$ cat src/rtl/stft_frame_ctrl_if.sv
// Handshake bundle between the STFT frame sequencer and its surroundings:
// sample source controls, FFT handshake and register-bank controls.
interface stft_frame_ctrl_if #(
  parameter int IW = 8
);
  logic          iSTART;
  logic          iSTOP;
  logic          iVALID;
  logic          iFFT_RDY;
  logic          oREADY;
  logic          oEN;
  logic          oCLR;
  logic          oWIN_VALID;
  logic [IW-1:0] oWIN_IDX;
  logic          oBUSY;

  // Master is the environment (ADC source, FFT, host); slave is the sequencer.
  modport master (
    output iSTART, iSTOP, iVALID, iFFT_RDY,
    input  oREADY, oEN, oCLR, oWIN_VALID, oWIN_IDX, oBUSY
  );

  modport slave (
    input  iSTART, iSTOP, iVALID, iFFT_RDY,
    output oREADY, oEN, oCLR, oWIN_VALID, oWIN_IDX, oBUSY
  );
endinterface

$ cat src/rtl/stft_frame_ctrl.sv
// STFT input delay-line sequencer: clears and fills a WIN-deep register bank,
// then alternates between presenting a window to the FFT and shifting in HOP samples.
module stft_frame_ctrl #(
  parameter int WIN = 64,
  parameter int HOP = 32,
  parameter int CW  = 7,
  parameter int IW  = 8
) (
  input  logic               iCLK,
  input  logic               iRSTn,
  stft_frame_ctrl_if.slave   bus
);

  typedef enum logic [2:0] {IDLE, CLR, FILL, WAIT, RUN} stateT;

  stateT         state;
  logic [CW-1:0] fillCnt;
  logic [CW-1:0] hopCnt;
  logic          ready;
  logic          clr;
  logic          winValid;
  logic [IW-1:0] winIdx;
  logic          busy;
  logic          accept;

  // The load enable is the only combinational output, so a sample is taken the
  // same cycle it is offered and drops instantly with ready (including on reset).
  assign accept         = bus.iVALID & ready;
  assign bus.oEN        = accept;
  assign bus.oREADY     = ready;
  assign bus.oCLR       = clr;
  assign bus.oWIN_VALID = winValid;
  assign bus.oWIN_IDX   = winIdx;
  assign bus.oBUSY      = busy;

  always_ff @(posedge iCLK or negedge iRSTn) begin
    if (!iRSTn) begin
      state    <= IDLE;
      fillCnt  <= '0;
      hopCnt   <= '0;
      ready    <= 1'b0;
      clr      <= 1'b0;
      winValid <= 1'b0;
      winIdx   <= '0;
      busy     <= 1'b0;
    end else begin
      clr <= 1'b0;
      // Stop outranks everything; the clear pulse flushes any sample loaded this cycle.
      if (bus.iSTOP && (state != IDLE)) begin
        state    <= IDLE;
        ready    <= 1'b0;
        winValid <= 1'b0;
        clr      <= 1'b1;
        busy     <= 1'b0;
      end else begin
        case (state)
          IDLE: begin
            if (bus.iSTART) begin
              state <= CLR;
              clr   <= 1'b1;
              ready <= 1'b0;
              busy  <= 1'b1;
            end
          end
          CLR: begin
            fillCnt <= '0;
            hopCnt  <= '0;
            winIdx  <= '0;
            ready   <= 1'b1;
            state   <= FILL;
          end
          FILL: begin
            if (accept) begin
              if (fillCnt == CW'(WIN - 1)) begin
                state    <= WAIT;
                ready    <= 1'b0;
                winValid <= 1'b1;
              end else begin
                fillCnt <= fillCnt + CW'(1);
              end
            end
          end
          WAIT: begin
            if (bus.iFFT_RDY) begin
              state    <= RUN;
              hopCnt   <= '0;
              winIdx   <= winIdx + IW'(1);
              winValid <= 1'b0;
              ready    <= 1'b1;
            end
          end
          RUN: begin
            if (accept) begin
              if (hopCnt == CW'(HOP - 1)) begin
                state    <= WAIT;
                ready    <= 1'b0;
                winValid <= 1'b1;
              end else begin
                hopCnt <= hopCnt + CW'(1);
              end
            end
          end
          default: begin
            state <= IDLE;
            ready <= 1'b0;
            busy  <= 1'b0;
          end
        endcase
      end
    end
  end

endmodule

$ cat src/flat_wrapper.sv
// flat-port wrapper written by rule: the top's interface ports become plain ports
module stft_frame_ctrl_flat 
#(
  parameter int WIN = 64,
  parameter int HOP = 32,
  parameter int CW  = 7,
  parameter int IW  = 8
)
  (iCLK, iRSTn, bus_iSTART, bus_iSTOP, bus_iVALID, bus_iFFT_RDY, bus_oREADY, bus_oEN, bus_oCLR, bus_oWIN_VALID, bus_oWIN_IDX, bus_oBUSY);
  stft_frame_ctrl_if #(.IW(IW)) bus_i ();
  input  logic iCLK;
  input  logic iRSTn;
  input wire logic [$bits(bus_i.iSTART)-1:0] bus_iSTART;
  input wire logic [$bits(bus_i.iSTOP)-1:0] bus_iSTOP;
  input wire logic [$bits(bus_i.iVALID)-1:0] bus_iVALID;
  input wire logic [$bits(bus_i.iFFT_RDY)-1:0] bus_iFFT_RDY;
  output wire logic [$bits(bus_i.oREADY)-1:0] bus_oREADY;
  output wire logic [$bits(bus_i.oEN)-1:0] bus_oEN;
  output wire logic [$bits(bus_i.oCLR)-1:0] bus_oCLR;
  output wire logic [$bits(bus_i.oWIN_VALID)-1:0] bus_oWIN_VALID;
  output wire logic [$bits(bus_i.oWIN_IDX)-1:0] bus_oWIN_IDX;
  output wire logic [$bits(bus_i.oBUSY)-1:0] bus_oBUSY;
  assign bus_i.iSTART = bus_iSTART;
  assign bus_i.iSTOP = bus_iSTOP;
  assign bus_i.iVALID = bus_iVALID;
  assign bus_i.iFFT_RDY = bus_iFFT_RDY;
  assign bus_oREADY = bus_i.oREADY;
  assign bus_oEN = bus_i.oEN;
  assign bus_oCLR = bus_i.oCLR;
  assign bus_oWIN_VALID = bus_i.oWIN_VALID;
  assign bus_oWIN_IDX = bus_i.oWIN_IDX;
  assign bus_oBUSY = bus_i.oBUSY;
  stft_frame_ctrl #(.WIN(WIN), .HOP(HOP), .CW(CW), .IW(IW)) u_core (.iCLK(iCLK), .iRSTn(iRSTn), .bus(bus_i));
endmodule
$ cat config.mk
export PLATFORM = sky130hd
export DESIGN_NAME = stft_frame_ctrl_flat
export DESIGN_NICKNAME = d
export VERILOG_FILES = /design/src/rtl/stft_frame_ctrl_if.sv /design/src/rtl/stft_frame_ctrl.sv /design/src/flat_wrapper.sv
export SDC_FILE = /design/constraint.sdc
export NUM_CORES = 1
export LEC_CHECK = 0
export CORE_ASPECT_RATIO = 1.4
export CORE_MARGIN = 10
export CORE_UTILIZATION = 55
export DETAILED_ROUTE_END_ITERATION = 8
export PLACE_DENSITY = 0.77
export SLEW_MARGIN = 20
export SYNTH_ARGS = -nofsm -noshare
export SYNTH_HDL_FRONTEND = slang
export SYNTH_SLANG_ARGS = --single-unit
$ cat constraint.sdc
create_clock -name iCLK -period 3.8 [get_ports iCLK]
set_input_delay 0.57 -clock iCLK [delete_from_list [all_inputs] [get_ports iCLK]]
set_output_delay 0.57 -clock iCLK [all_outputs]
set_load 0.05 [all_outputs]
## Word-level counts from Yosys, hierarchy flattened

Index checks and enable logic that the tools add are counted.

- Equal/unequal tests: 18
- Bitwise operators: 2
- Mux-type cells: 38
- Reductions and logical operators: 14
- Add/subtract/negate cells: 3

Operator list:

| operator | number |
|---|---|
| $mux W7 | 5 |
| $mux W3 | 7 |
| $pmux W7 S3 | 1 |
| $mux W1 | 18 |
| $pmux W8 S2 | 1 |
| $pmux W3 S5 | 1 |
| $add A7 B1 Y7 const B | 2 |
| $pmux W7 S2 | 1 |
| $ne A3 B2 Y1 const B | 4 |
| $reduce_and A6 Y1 | 2 |
| $ne A2 B2 Y1 const B | 5 |
| $add A8 B1 Y8 const B | 1 |
| $mux W8 | 1 |
| $eq A7 B5 Y1 const B | 1 |
| $eq A7 B6 Y1 const B | 1 |
| $eq A3 B2 Y1 const B | 2 |
| $ne A3 B1 Y1 const B | 2 |
| $reduce_bool A3 Y1 | 2 |
| $pmux W1 S5 | 1 |
| $reduce_and A5 Y1 | 1 |
| $reduce_and A4 Y1 | 1 |
| $reduce_bool A2 Y1 | 2 |
| $reduce_bool A4 Y1 | 1 |
| $reduce_or A4 Y1 | 1 |
| 11 further kinds | 11 |

- Input bits: 6
- Output and inout port bits: 13
- Bits in registers: 29
- Logic and storage cells: 83

## Longest topological paths before layout

- Depth after elaboration: 5
- Depth in mapped cells: 7
- Mapped depth without buffers: 5

## Worst setup path after synthesis

Ideal clock, no wire load.

- Path type: register to register
- From: register u_core.ready (netlist: u_core.bus.oREADY)
- To: register u_core.fillCnt[3]
- Clock period less this slack: 2.324 ns
- Slack: 1.476 ns
- Setup time: 0.078 ns
- Arrival time: 2.247 ns
- Buffers on the path: 0
- Required time: 3.722 ns
- Cell stages (with the launch flop): 6
- Path through: dfrtp_1 nand2_1 inv_1 o21ai_1 or4_1 a21oi_1

- Cells in the longest elaborated chain, start to end: 3

RTL lines:

| element | line | source |
|---|---|---|
| from (decl) | stft_frame_ctrl.sv:19 | `logic ready;` |
| from (signal assigned) | stft_frame_ctrl.sv:41 | `ready <= 1'b0;` |
| from (signal assigned) | stft_frame_ctrl.sv:51 | `ready <= 1'b0;` |
| from (signal assigned) | stft_frame_ctrl.sv:61 | `ready <= 1'b0;` |
| $and A1 B1 Y1 | stft_frame_ctrl.sv:28 | `assign accept = bus.iVALID & ready;` |
| via bus_oEN | flat_wrapper.sv:18 | `output wire logic [$bits(bus_i.oEN)-1:0] bus_oEN;` |
| $ne A2 B2 Y1 (no source line) | -- |  |
| $reduce_and A4 Y1 (no source line) | -- |  |
| to (signal assigned) | stft_frame_ctrl.sv:79 | `fillCnt <= fillCnt + CW'(1);` |
| to (decl) | stft_frame_ctrl.sv:17 | `logic [CW-1:0] fillCnt;` |

The timed path passes the listed nets, and every way through them passes these cells.
A chain may end at the register's enable or synchronous reset.

## Final worst setup path

- From: input port bus_iVALID
- To: output port bus_oEN

- Cells in the longest elaborated chain, start to end: 1

RTL lines:

| element | line | source |
|---|---|---|
| from (decl) | flat_wrapper.sv:15 | `input wire logic [$bits(bus_i.iVALID)-1:0] bus_iVALID;` |
| $and A1 B1 Y1 | stft_frame_ctrl.sv:28 |  |
| to (decl) | flat_wrapper.sv:18 |  |

No other way between the ends.

==> key figures <==
Synthesis
  – Seq/Total Area, Yosys: 0.402
  – Netlist cell types: between 50 and 60
  – Top-count cell post-synth: dfrtp_1
  – Flops & latches, synth: 29
  – Area contributors post-synth: dfrtp_1 40%, nand2_1 4.6%, mux2i_1 3.9%
  – Cell count after synthesis: between 150 and 200
  – EDFF count, synth: 0
  – Simple-Gate Fraction of Synth Area: 0.259
  – Mapped cell area: between 1500 and 2000 um^2
  – Compound-gate portion of the synthesized area: 0.201
  – Dominant cell type by area after synthesis: dfrtp_1
  – Prevailing post-synth register cell: dfrtp_1
  – Syn nets: approximately 200
  – Post-Synth XOR/XNOR Area: 0.0146
  – Mapped Avg Cell Area: 9.35 um^2
  – Mux cell area share after synthesis: 0.0451
  – Most frequent cells after synthesis: 29 x dfrtp_1, 22 x nand2_1, 13 x a21oi_1, 9 x inv_1, 9 x nand3_1
  – Ys async rst share: 1.00
  – Combinational family with the most area after synthesis: simple AND/OR/NAND/NOR gates
  – Post-Synth Adder-Cell Area: 0.0264
  – Ys Warns: 0
  – Share of the synthesized area in the top cell type: 0.402

Clock tree
  – Clk_lat worst skew: approximately 280 ps
  – Root Driver: clkbuf_8
  – PostCTS Resize Cnt: 0
  – Clock slew at reported path FFs: roughly 60 ps
  – Post-cts hold buffer count: 0
  – CTS tree: yes
  – H-tree depth: 2
  – CTS sink cnt: 29
  – Num CTS Buffers: 5
  – Max Root-Sink Buffers: 2
  – Post-CTS setup buffer count: 0

Route
  – Final wirelength: 4100 um
  – Routed len/inst: around 16 um
  – Via count: about 1500
  – Starting DRT DRC Count: 90
  – Post-DRT Antenna Nets: 0
  – Pre-antenna DRT Iters: 4
  – # DRC: 0
  – Vias per inst: 6.12

Global routing
  – Remaining Overflow, GRT: 0
  – Initial antenna violation count: 0
  – Largest net degree at the start of global routing: 30
  – First-pass GRT wire length: ~6900 um
  – Vias in the first global route: 1534
  – Total track usage: 0.150

Placed design
  – DP Cell Count: between 200 and 250
  – PortBufs: 18
  – Hpwl dp: approximately 3000 um
  – GP Congestion: about 0.79

Finish
  – ANT cells: 0
  – FILL cells: around 260
  – Register area: between 700 and 800 um^2
  – Finished Layout Cells: between 200 and 300
  – Layout cells sized above 1: 0.0708
  – NumNets Final: 220
  – Multi-input logic area: slightly below 1000 um^2
  – P&R area growth vs syn: 14.6%

Timing
  – Actual slew at the worst max-slew pin: around 660 ps
  – RSZ-0062 raised after global routing: false
  – Slew Limit Fails: 0
  – Clock Skews: about 4.3 ps
  – Final Hold Fails: 0
  – Worst rel slew slack: 0.559
  – # setup viols final: 0
  – Period utilization: 0.745
  – Setup TNS Final: 0 ps
  – Min Tclk post-route: 2830 ps
  – Fmax: between 0.3 and 0.4 GHz

Pwr
  – Combinational power share: 0.404
  – Clock group share of total power: 0.202
  – LEAKAGE: 0.828 nW
  – Internal power: 0.000691 W
  – Power per cell area: between 500 and 600 nW/um^2
  – Max VDD drop: between 300 and 400 uV
  – NetSw: roughly 0.00054 W
  – Switching Fraction: 0.438
  – Sequential share of power: 0.393

Critical path
  – CP arrival: about 2300 ps
  – Max stage delay on crit path: 840 ps
  – Crit-path cells: clkdlybuf4s50_1 -> nand2_1 -> inv_1 -> clkdlybuf4s50_1
  – CP startpoint kind: input pin
  – CP max stage cell: clkdlybuf4s50_1
  – Worst-path fanout max: 6
  – Worst setup EP type: output pin
  – Most frequent CP cell: clkdlybuf4s50_1
  – CP required: ~3200 ps
  – CP Class: input pin to output pin

Run
  – Max-Cap Viols: 0

Min path
  – Worst Hold Class: flop to flop

Floorplanning
  – Total Die Area: between 6000 and 7000 um^2
  – Row cnt: 24
  – Num ports: 19
  – Die Y: ~90 um
  – Core Region: roughly 3100 um^2
  – Initial Util: 0.578
  – Chip width: just under 70 um

Outcome
  – Status: finished clean
kinds of logic after synthesis:
family | after synthesis
buffers and inverters | 17
AND/OR/NAND/NOR | 81
XOR/XNOR | 3
multiplexers | 8
flip-flops | 29
adder cells (fa/ha/maj) | 4
AO/OA/AOI/OAI | 51
routing by layer:
metal,wire length (um),global-route usage,part of all wire,up-vias
li1,-,-,-,756
met1,1640,0.156,0.40,728
met2,2140,0.257,0.52,43
met3,237,0.0512,0.058,9
met4,86,0.0734,0.021,0
met5,0,0,0,-
flip-flops by register name, summed over array words and instances (netlist names):
name                   count
u_core.bus.oREADY          1
u_core.bus.oCLR            1
u_core.bus.oBUSY           1
u_core.bus.oWIN_IDX        8
u_core.fillCnt             7
u_core.state               3
u_core.hopCnt              7
u_core.bus.oWIN_VALID      1
worst paths after layout:
| kind | from | slack (ps) | depth (start not counted) | to |
|---|---|---|---|---|
| max | bus_iVALID | 970 | 4 | bus_oEN |
| min | u_core.hopCnt[6]$_DFFE_PN0P_ | 480 | 1 | u_core.hopCnt[6]$_DFFE_PN0P_ |
| max reg2reg | u_core.state[1]$_DFFE_PN0P_ | 1720 | 4 | u_core.fillCnt[3]$_DFFE_PN0P_ |
| min reg2reg | u_core.hopCnt[6]$_DFFE_PN0P_ | 480 | 1 | u_core.hopCnt[6]$_DFFE_PN0P_ |
| max in group asynchronous | iRSTn | 2860 | 2 | u_core.bus.oWIN_IDX[3]$_DFFE_PN0P_ |
| min in group asynchronous | iRSTn | 670 | 2 | u_core.hopCnt[4]$_DFFE_PN0P_ |
cells in the final DEF (no fill, tap or decap), types with 3 or more instances in the layout:
master	count
a21oi_1	13
and3_1	3
o211ai_1	5
o21ai_0	7
clkdlybuf4s50_1	18
a31oi_1	5
nand2_1	22
inv_1	9
clkbuf_8	5
nor3_1	3
or3_1	5
mux2i_1	7
dfrtp_1	29
and2_1	3
ha_1	3
nand2b_1	4
o31ai_1	4
nor2_1	8
nand3_1	9
or4_1	4
nor4_1	4
final cells by class:
cell class                      instances  area share
Multi-Input combinational cell        147       0.476
Sequential cell                        29       0.351
Clock buffer                            5      0.0333
Timing Repair Buffer                   19      0.0908
Clock inverter                          3     0.00847
Tap cell                               39      0.0236
Inverter                                9      0.0163
per-stage QoR:
stage	util	area [um^2]	total power (W)	hold slack, ps	setup WS [ps]
after floorplan	-	1800	0.000879	274	1480
after global placement	0.634	1980	0.000965	471	1010
after detailed placement	0.634	1980	0.000982	470	972
after CTS	0.662	2070	0.00123	483	968
after global routing	0.662	2070	0.00132	523	898
final	0.662	2070	0.00123	481	969
power groups by stage:
stage	clock network, W	registers (W)	logic [W]
finish	0.000248	0.000483	0.000497
global route	0.000271	0.000495	0.000550
CTS	0.000251	0.000482	0.000498
detailed placement	0	0.000486	0.000496
global placement	0	0.000482	0.000483
floorplan	0	0.000488	0.000392
critical path, delay by kind of cell:
family / cells / cell delay (ps)
buffers and inverters: 3 / 1490
and+or+nand+nor: 1 / 200
Note: power is estimated with default switching activity, not from simulation.
